$ cat config.mk
export PLATFORM = sky130hd
export DESIGN_NAME = dense_mac_seq
export DESIGN_NICKNAME = d
export VERILOG_FILES = /design/src/rtl/dense_mac_seq.sv
export SDC_FILE = /design/constraint.sdc
export NUM_CORES = 1
export LEC_CHECK = 0
export BUFFER_PORTS_ARGS = -buffer_cell sky130_fd_sc_hd__buf_2
export CAP_MARGIN = 20
export CORE_UTILIZATION = 30
export DETAILED_ROUTE_END_ITERATION = 8
export HOLD_SLACK_MARGIN = 0.15
export PLACE_DENSITY = 0.52
export SYNTH_ARGS = -nofsm -noshare
export SYNTH_HDL_FRONTEND = slang
export SYNTH_SLANG_ARGS = --single-unit
export TNS_END_PERCENT = 5
$ cat constraint.sdc
create_clock -name clk_i -period 6.1 [get_ports clk_i]
set_input_delay 0.305 -clock clk_i [delete_from_list [all_inputs] [get_ports clk_i]]
set_output_delay 0.305 -clock clk_i [all_outputs]
set_load 0.01 [all_outputs]
$ cat src/rtl/dense_mac_seq.sv
// Sequencer and MAC datapath for one fully-connected layer: streams weights and
// activations through a 1-cycle read pipeline and emits one saturated dot product per neuron.
module dense_mac_seq #(
    parameter int unsigned IN_LEN    = 64,
    parameter int unsigned OUT_LEN   = 10,
    parameter int unsigned W_W       = 16,
    parameter int unsigned A_W       = 16,
    parameter int unsigned ACC_W     = 40,
    parameter int unsigned FRAC      = 8,
    parameter int unsigned OUT_W     = 16,
    parameter int unsigned BASE_ADDR = 0,
    parameter int unsigned ROM_AW    = 19,
    localparam int unsigned ACT_AW   = $clog2(IN_LEN),
    localparam int unsigned IDX_W    = (OUT_LEN > 1) ? $clog2(OUT_LEN) : 1
) (
    input  logic              clk_i,
    input  logic              rst_ni,
    input  logic              start_i,
    output logic              busy_o,
    output logic              done_o,
    output logic              rom_en_o,
    output logic [ROM_AW-1:0] rom_addr_o,
    input  logic [W_W-1:0]    rom_dout_i,
    output logic              act_rd_o,
    output logic [ACT_AW-1:0] act_addr_o,
    input  logic [A_W-1:0]    act_data_i,
    output logic              out_valid_o,
    input  logic              out_ready_i,
    output logic [OUT_W-1:0]  out_data_o,
    output logic [IDX_W-1:0]  out_idx_o
);

    localparam int unsigned PROD_W = W_W + A_W;
    localparam logic [ACT_AW-1:0] KLast = ACT_AW'(IN_LEN - 1);
    localparam logic [IDX_W-1:0] NLast = IDX_W'(OUT_LEN - 1);
    localparam logic signed [ACC_W-1:0] SatMax = {{(ACC_W-OUT_W+1){1'b0}}, {(OUT_W-1){1'b1}}};
    localparam logic signed [ACC_W-1:0] SatMin = ~SatMax;

    typedef enum logic [2:0] {StIdle, StRun, StFlush, StOut, StDone} state_e;

    state_e                   state_q, state_d;
    logic [IDX_W-1:0]         n_q, n_d;
    logic [ACT_AW-1:0]        k_q, k_d;
    logic signed [ACC_W-1:0]  acc_q, acc_d;
    logic                     mac_vld_q, mac_vld_d;
    logic signed [PROD_W-1:0] prod;
    logic signed [ACC_W-1:0]  acc_shift;
    logic [OUT_W-1:0]         sat_data;

    // Operands widened to the product width so the multiply is exact and signed.
    assign prod = $signed({{A_W{rom_dout_i[W_W-1]}}, rom_dout_i})
                * $signed({{W_W{act_data_i[A_W-1]}}, act_data_i});
    assign acc_shift = acc_q >>> FRAC;

    always_comb begin
        sat_data = acc_shift[OUT_W-1:0];
        if (acc_shift > SatMax) begin
            sat_data = SatMax[OUT_W-1:0];
        end else if (acc_shift < SatMin) begin
            sat_data = SatMin[OUT_W-1:0];
        end
    end

    always_comb begin
        state_d     = state_q;
        n_d         = n_q;
        k_d         = k_q;
        acc_d       = acc_q;
        mac_vld_d   = 1'b0;
        busy_o      = (state_q != StIdle);
        done_o      = 1'b0;
        rom_en_o    = 1'b0;
        rom_addr_o  = '0;
        act_rd_o    = 1'b0;
        act_addr_o  = '0;
        out_valid_o = 1'b0;
        out_data_o  = '0;
        out_idx_o   = '0;

        // Data returned for the read issued last cycle.
        if (mac_vld_q) begin
            acc_d = acc_q + {{(ACC_W-PROD_W){prod[PROD_W-1]}}, prod};
        end

        unique case (state_q)
            StIdle: begin
                if (start_i) begin
                    state_d = StRun;
                    n_d     = '0;
                    k_d     = '0;
                    acc_d   = '0;
                end
            end
            StRun: begin
                rom_en_o   = 1'b1;
                act_rd_o   = 1'b1;
                rom_addr_o = ROM_AW'(BASE_ADDR) + ROM_AW'(n_q) * ROM_AW'(IN_LEN) + ROM_AW'(k_q);
                act_addr_o = k_q;
                mac_vld_d  = 1'b1;
                k_d        = k_q + ACT_AW'(1);
                if (k_q == KLast) begin
                    state_d = StFlush;
                end
            end
            StFlush: begin
                state_d = StOut;
            end
            StOut: begin
                out_valid_o = 1'b1;
                out_idx_o   = n_q;
                out_data_o  = sat_data;
                if (out_ready_i) begin
                    if (n_q == NLast) begin
                        state_d = StDone;
                    end else begin
                        n_d     = n_q + IDX_W'(1);
                        k_d     = '0;
                        acc_d   = '0;
                        state_d = StRun;
                    end
                end
            end
            StDone: begin
                done_o  = 1'b1;
                state_d = StIdle;
            end
            default: begin
                state_d = StIdle;
            end
        endcase
    end

    always_ff @(posedge clk_i or negedge rst_ni) begin
        if (!rst_ni) begin
            state_q   <= StIdle;
            n_q       <= '0;
            k_q       <= '0;
            acc_q     <= '0;
            mac_vld_q <= 1'b0;
        end else begin
            state_q   <= state_d;
            n_q       <= n_d;
            k_q       <= k_d;
            acc_q     <= acc_d;
            mac_vld_q <= mac_vld_d;
        end
    end

endmodule

# == Yosys cells after proc, flatten, opt, wreduce, memory -nomap -nowiden ==
# Cells that the tools add are included.
# totals
in_bits,36
regBits,54
elab_cells,56
output_inout_bits,50
# classes
muxes,27
multipliers,1
order_cmp,2
n_eq_ne,10
reduce_logical,7
add_sub_neg,4
# op_table
op,count
2-to-1 mux 40 bit,4
one-hot mux 40 bit (2 select lines),1
2-to-1 mux 16 bit,3
adder 40 bit,1
"> comparator 32 x 16 -> 1 bit, second input constant",1
"< comparator 32 x 16 -> 1 bit, second input constant",1
multiplier 16 x 16 -> 32 bit,1
2-to-1 mux 6 bit,4
one-hot mux 6 bit (3 select lines),1
2-to-1 mux 4 bit,4
2-to-1 mux 3 bit,4
one-hot mux 3 bit (4 select lines),1
adder 10 x 6 -> 11 bit,1
2-to-1 mux 11 bit,1
"!= test 2 bit, second input constant",4
one-hot mux 4 bit (2 select lines),1
AND reduction 4 bit,2
"adder 6 x 1 -> 6 bit, second input constant",1
"equality test 3 x 2 -> 1 bit, second input constant",2
"equality test 6 bit, second input constant",1
nonzero test 3 bit,2
"adder 4 x 1 -> 4 bit, second input constant",1
"equality test 4 bit, second input constant",1
"equality test 3 x 1 -> 1 bit, second input constant",1
5 further kinds,7

# == Logic depth before layout (Yosys ltp) ==
# logic_depth
word_depth,6
mapped_depth,35
ltp_nobuf,33

# == Worst setup path after synthesis ==
# No wires, ideal clock.
# synth_path
path_kind,input port to flip-flop
start,input act_data_i[1]
end,register acc_q[39]
path_buffers,2
path_slack_ns,-1.976
arrival_ns,8.003
stages,32
required_ns,6.027
cell_sequence,clkbuf_1 -> nand2_1 -> fa_1 -> fa_1 -> fa_1 -> inv_1 -> fa_1 -> fa_1 -> inv_1 -> fa_1 -> inv_1 -> ha_1 -> and4_1 -> o211ai_1 -> o221ai_1 -> o21ai_1 -> a21oi_1 -> a21o_1 -> a311o_1 -> a21oi_1 -> xnor2_1 -> ha_1 -> buf_2 -> a211oi_1 -> o21bai_1 -> a2111oi_0 -> a21oi_1 -> nor2_1 -> o221ai_1 -> o2111a_1 -> or3_1 -> a21oi_2
# synth_via
elab_chain_cells,6
elab_cells_between_ends,7
classes_between,add/sub (1); mul (1); mux (5)
# synth_rtl
item,line,source
from (decl),26,"input logic [A_W-1:0] act_data_i,"
multiplier 16 x 16 -> 32 bit *,52,"* $signed({{W_W{act_data_i[A_W-1]}}, act_data_i});"
adder 40 bit *,82,"acc_d = acc_q + {{(ACC_W-PROD_W){prod[PROD_W-1]}}, prod};"
2-to-1 mux 40 bit *,81,if (mac_vld_q) begin
2-to-1 mux 40 bit,113,if (n_q == NLast) begin
2-to-1 mux 40 bit,112,if (out_ready_i) begin
one-hot mux 40 bit (2 select lines) *,85,unique case (state_q)
via acc_d[39],44,"logic signed [ACC_W-1:0] acc_q, acc_d;"
to (signal assigned),138,acc_q <= '0;
to (signal assigned),144,acc_q <= acc_d;
to (decl),44,
# The timed path passes the listed nets; every way through them passes the cells marked *.
# A chain may end at the register's enable or synchronous reset.

# == Worst setup path in the final report ==
# layout_path
start,input act_data_i[6]
end,register acc_q[39]
# The elaborated chain is that of the path after synthesis.

==> Flow_metrics.wiki <==
{| class="wikitable"
! Metric !! Value
|-
| Number of I/O pins || between 80 and 90
|-
| Fraction of registers with async set or reset after synthesis || 1.00
|-
| Dominant combinational cell family by area after synthesis || adder cells
|-
| NumNets Final || about 2.4k
|-
| Wire length of the first global-routing pass || 68.4 mm
|-
| Clock Skews || 9.07 ps
|-
| Slew of the pin with the lowest slew margin || roughly 1100 ps
|-
| Slew Viols, Final || 0
|-
| Area share of fa/ha/maj cells after synthesis || 0.461
|-
| Layout filler cell count || about 5k
|-
| Clock root buffer master || sky130_fd_sc_hd__clkbuf_16
|-
| Vias after detailed routing || between 10k and 15k
|-
| Portion of the post-synthesis area used by sequential elements || 0.0910
|-
| Worst-Skew Late Latency || between 300 and 400 ps
|-
| Post-synthesis cell type count || between 70 and 80
|-
| Input/output buffers || 76
|-
| Final critical-path setup slack || -1300 ps
|-
| Number of global-route vias before repair || between 10k and 15k
|-
| Clock slew seen by the registers of the worst setup and hold paths || around 80 ps
|-
| Maximum operating frequency || roughly 140 MHz
|-
| Cells taking the most area after synthesis || sky130_fd_sc_hd__fa_1 35%, sky130_fd_sc_hd__ha_1 11%, sky130_fd_sc_hd__dfrtp_1 9.1%, sky130_fd_sc_hd__inv_1 8.0%, sky130_fd_sc_hd__and2_1 5.9%
|-
| Slowest Stage Delay on Critical Path || between 500 and 600 ps
|-
| DRC violation total after the first TritonRoute iteration || 485
|-
| # DRC || 0
|-
| Arrival time reported for the critical path endpoint || 7650 ps
|-
| Max FO, Critical Path || 9
|-
| Unrepaired setup endpoints after global routing || yes
|-
| Total track usage || 0.166
|-
| Fin. Hold Viols || 0
|-
| Final setup violation count || 28
|-
| Critical path startpoint category || primary input
|-
| CTS max path bufs || 2
|-
| Pin count of the biggest net entering global routing || 55
|-
| Drt pass-1 iters || 5
|-
| Nature of the critical path endpoint || flip-flop
|-
| Row count || 81
|-
| Run status || finished, violations left
|-
| Share of synthesized cell area in and, or, nand and nor gates || 0.168
|-
| Mean area per synthesized cell || about 8.7 µm²
|-
| Wirelength per Cell || ~15 µm
|-
| Area share of xor/xnor cells in the synthesized design || 0.0436
|-
| Fraction of the mapped netlist area in compound gates || 0.113
|-
| Total area of multi-input combinational cells || ~13000 µm²
|-
| Critical path's most frequent cell || sky130_fd_sc_hd__fa_1
|-
| Top cell type by total area after synthesis || sky130_fd_sc_hd__fa_1
|-
| Time the worst path needs with I/O delays and setup || between 7000 and 8000 ps
|-
| Area growth from synthesis to layout || 28.2%
|-
| Die Y || ~220 µm
|-
| Fraction of layout instances using a drive strength above 1 || 0.263
|-
| Number of buffers created by CTS || 5
|-
| Die Area || around 50000 µm²
|-
| Post-detailed-routing wire length || approximately 40 mm
|-
| Most used cells in the layout excluding fill and tap cells || 308 x sky130_fd_sc_hd__inv_1, 293 x sky130_fd_sc_hd__buf_4, 252 x sky130_fd_sc_hd__fa_1, 178 x sky130_fd_sc_hd__nand2_1, 131 x sky130_fd_sc_hd__and2_1
|-
| Number of instances in the synthesized netlist || roughly 1.7k
|-
| Antenna Diode Count || 0
|-
| Max capacitance violation total || 0
|-
| Number of synthesized flops with an enable pin || 0
|-
| Worst path buffer plus inverter count || 5
|-
| Residual antenna-violating net count after detailed routing || 0
|-
| Area share of the largest cell type after synthesis || 0.355
|-
| Hold Crit Class || in2async
|-
| Share of the clock period used by the worst path || 1.21
|-
| TritonCTS Sinks || 54
|-
| Effective utilization at floorplan || 0.304
|-
| Design Area, Final || 19000 µm²
|-
| DR vias/cell || 4.56
|-
| H-Tree Level Count || 2
|-
| Relative slew slack || 0.297
|-
| DIE WIDTH || 224 µm
|-
| Dpl ws || -1950 ps
|-
| Placed instance area || 18100 µm²
|-
| Req. time, crit path || approximately 6400 ps
|-
| Cell class contributing the biggest share of worst-path delay || adder cells
|-
| Final HPWL from detailed placement || approximately 34 mm
|-
| TritonCTS clock tree || done
|-
| Prevailing post-synth register cell || sky130_fd_sc_hd__dfrtp_1
|-
| Cell with the largest stage delay on the worst path || sky130_fd_sc_hd__fa_2
|-
| Placer congestion estimate || ~0.86
|-
| Residual overflow from global routing || 0
|-
| Worst setup path class || in2reg
|-
| Violated checks || setup timing
|-
| Number of synthesized register bits || 54
|-
| Synthesized area || around 15000 µm²
|-
| Register area || between 1000 and 1500 µm²
|-
| Portion of netlist area occupied by mux cells || 0.0176
|-
| Number of antenna violations at the first check in global routing || 0
|-
| Core outline area || 48800 µm²
|-
| Most common cell after layout, fill and taps aside || sky130_fd_sc_hd__inv_1
|-
| Count of synthesis-stage warnings from yosys || 0
|}
==> cells in the mapped netlist, types with 18 or more instances <==
cell / number
sky130_fd_sc_hd__a21o_1: 24
sky130_fd_sc_hd__a21oi_1: 92
sky130_fd_sc_hd__and2_1: 141
sky130_fd_sc_hd__buf_4: 18
sky130_fd_sc_hd__clkbuf_1: 51
sky130_fd_sc_hd__dfrtp_1: 54
sky130_fd_sc_hd__fa_1: 263
sky130_fd_sc_hd__ha_1: 126
sky130_fd_sc_hd__inv_1: 317
sky130_fd_sc_hd__mux2i_1: 25
sky130_fd_sc_hd__nand2_1: 184
sky130_fd_sc_hd__nand4_1: 19
sky130_fd_sc_hd__nor2_1: 91
sky130_fd_sc_hd__o21ai_0: 29
sky130_fd_sc_hd__o21ai_1: 20
sky130_fd_sc_hd__xnor2_1: 42
sky130_fd_sc_hd__xor2_1: 30
==> metal layers <==
layer | wire, µm | global-route usage | vias to the layer above
li1 | - | - | 5975
met1 | 18900 | 0.233 | 6072
met2 | 19100 | 0.282 | 158
met3 | 918 | 0.0128 | 28
met4 | 480 | 0.0287 | 0
met5 | 0 | 0 | -
==> worst reg2reg max path, delay by kind of cell, from the launching register on <==
kind                     cells  cell delay, ps
XOR/XNOR                     1             160
adder cells (fa/ha/maj)      1             310
flip-flops                   1             410
AO/OA/AOI/OAI                8            2120
==> timing repair <==
action | in CTS | in global routing
endpoints found under the setup margin | 29 | 30
cloned | 1 | 0
setup buffers | 8 | 0
pin swaps | 119 | 44
hold endpoints to repair | 0 | 0
hold buffers | 0 | 0
resized for setup | 120 | 35
==> path summary, 6_finish.rpt <==
kind / startpoint / to / slack, ps / depth (start not counted)
min in group clk_i: out_ready_i / state_q[2]$_DFFE_PN0P_ / 250 / 3
hold / removal: rst_ni / acc_q[36]$_DFF_PN0_ / 140 / 2
max in group asynchronous: rst_ni / mac_vld_q$_DFF_PN0_ / 5410 / 2
setup / recovery: act_data_i[6] / acc_q[39]$_DFF_PN0_ / -1300 / 32
hold reg to reg: k_q[0]$_DFFE_PN0P_ / k_q[0]$_DFFE_PN0P_ / 520 / 1
setup reg to reg: acc_q[1]$_DFF_PN0_ / acc_q[37]$_DFF_PN0_ / 2980 / 10
==> cells by family (layout without fill, tap and decap cells) <==
logic type / after synthesis / in the layout
AND/OR/NAND/NOR: 510 / 510
AO/OA/AOI/OAI: 258 / 258
buffers and inverters: 396 / 701
flip-flops: 54 / 54
XOR/XNOR: 73 / 73
adder cells (fa/ha/maj): 389 / 389
other: 1 / 9
multiplexers: 26 / 26
==> flip-flops by register name (all words and copies together) (netlist names) <==
name       cells
acc_q         40
k_q            6
mac_vld_q      1
n_q            4
state_q        3
==> metrics by stage <==
step | utilization | setup TNS (ps) | hold slack (ps) | instances
floorplan | - | -19220 | 9.41 | 1715
global placement | 0.371 | -38500 | 506 | 2668
detailed placement | 0.371 | -39550 | 516 | 2668
CTS | 0.386 | -23700 | 173 | 2685
global route | 0.390 | -33370 | 202 | 2684
finish | 0.390 | -23740 | 137 | 2684
==> final cells by class <==
class                           count  area share
Clock buffer                        5     0.00658
Clock inverter                      3     0.00138
Inverter                          319      0.0629
Multi-Input combinational cell   1265       0.666
Sequential cell                    54      0.0711
Tap cell                          664      0.0437
Timing Repair Buffer              374       0.148
Power is left out: the tool's default activity adds up to more than one toggle a clock period on the data nets, which glitch-free logic cannot reach.
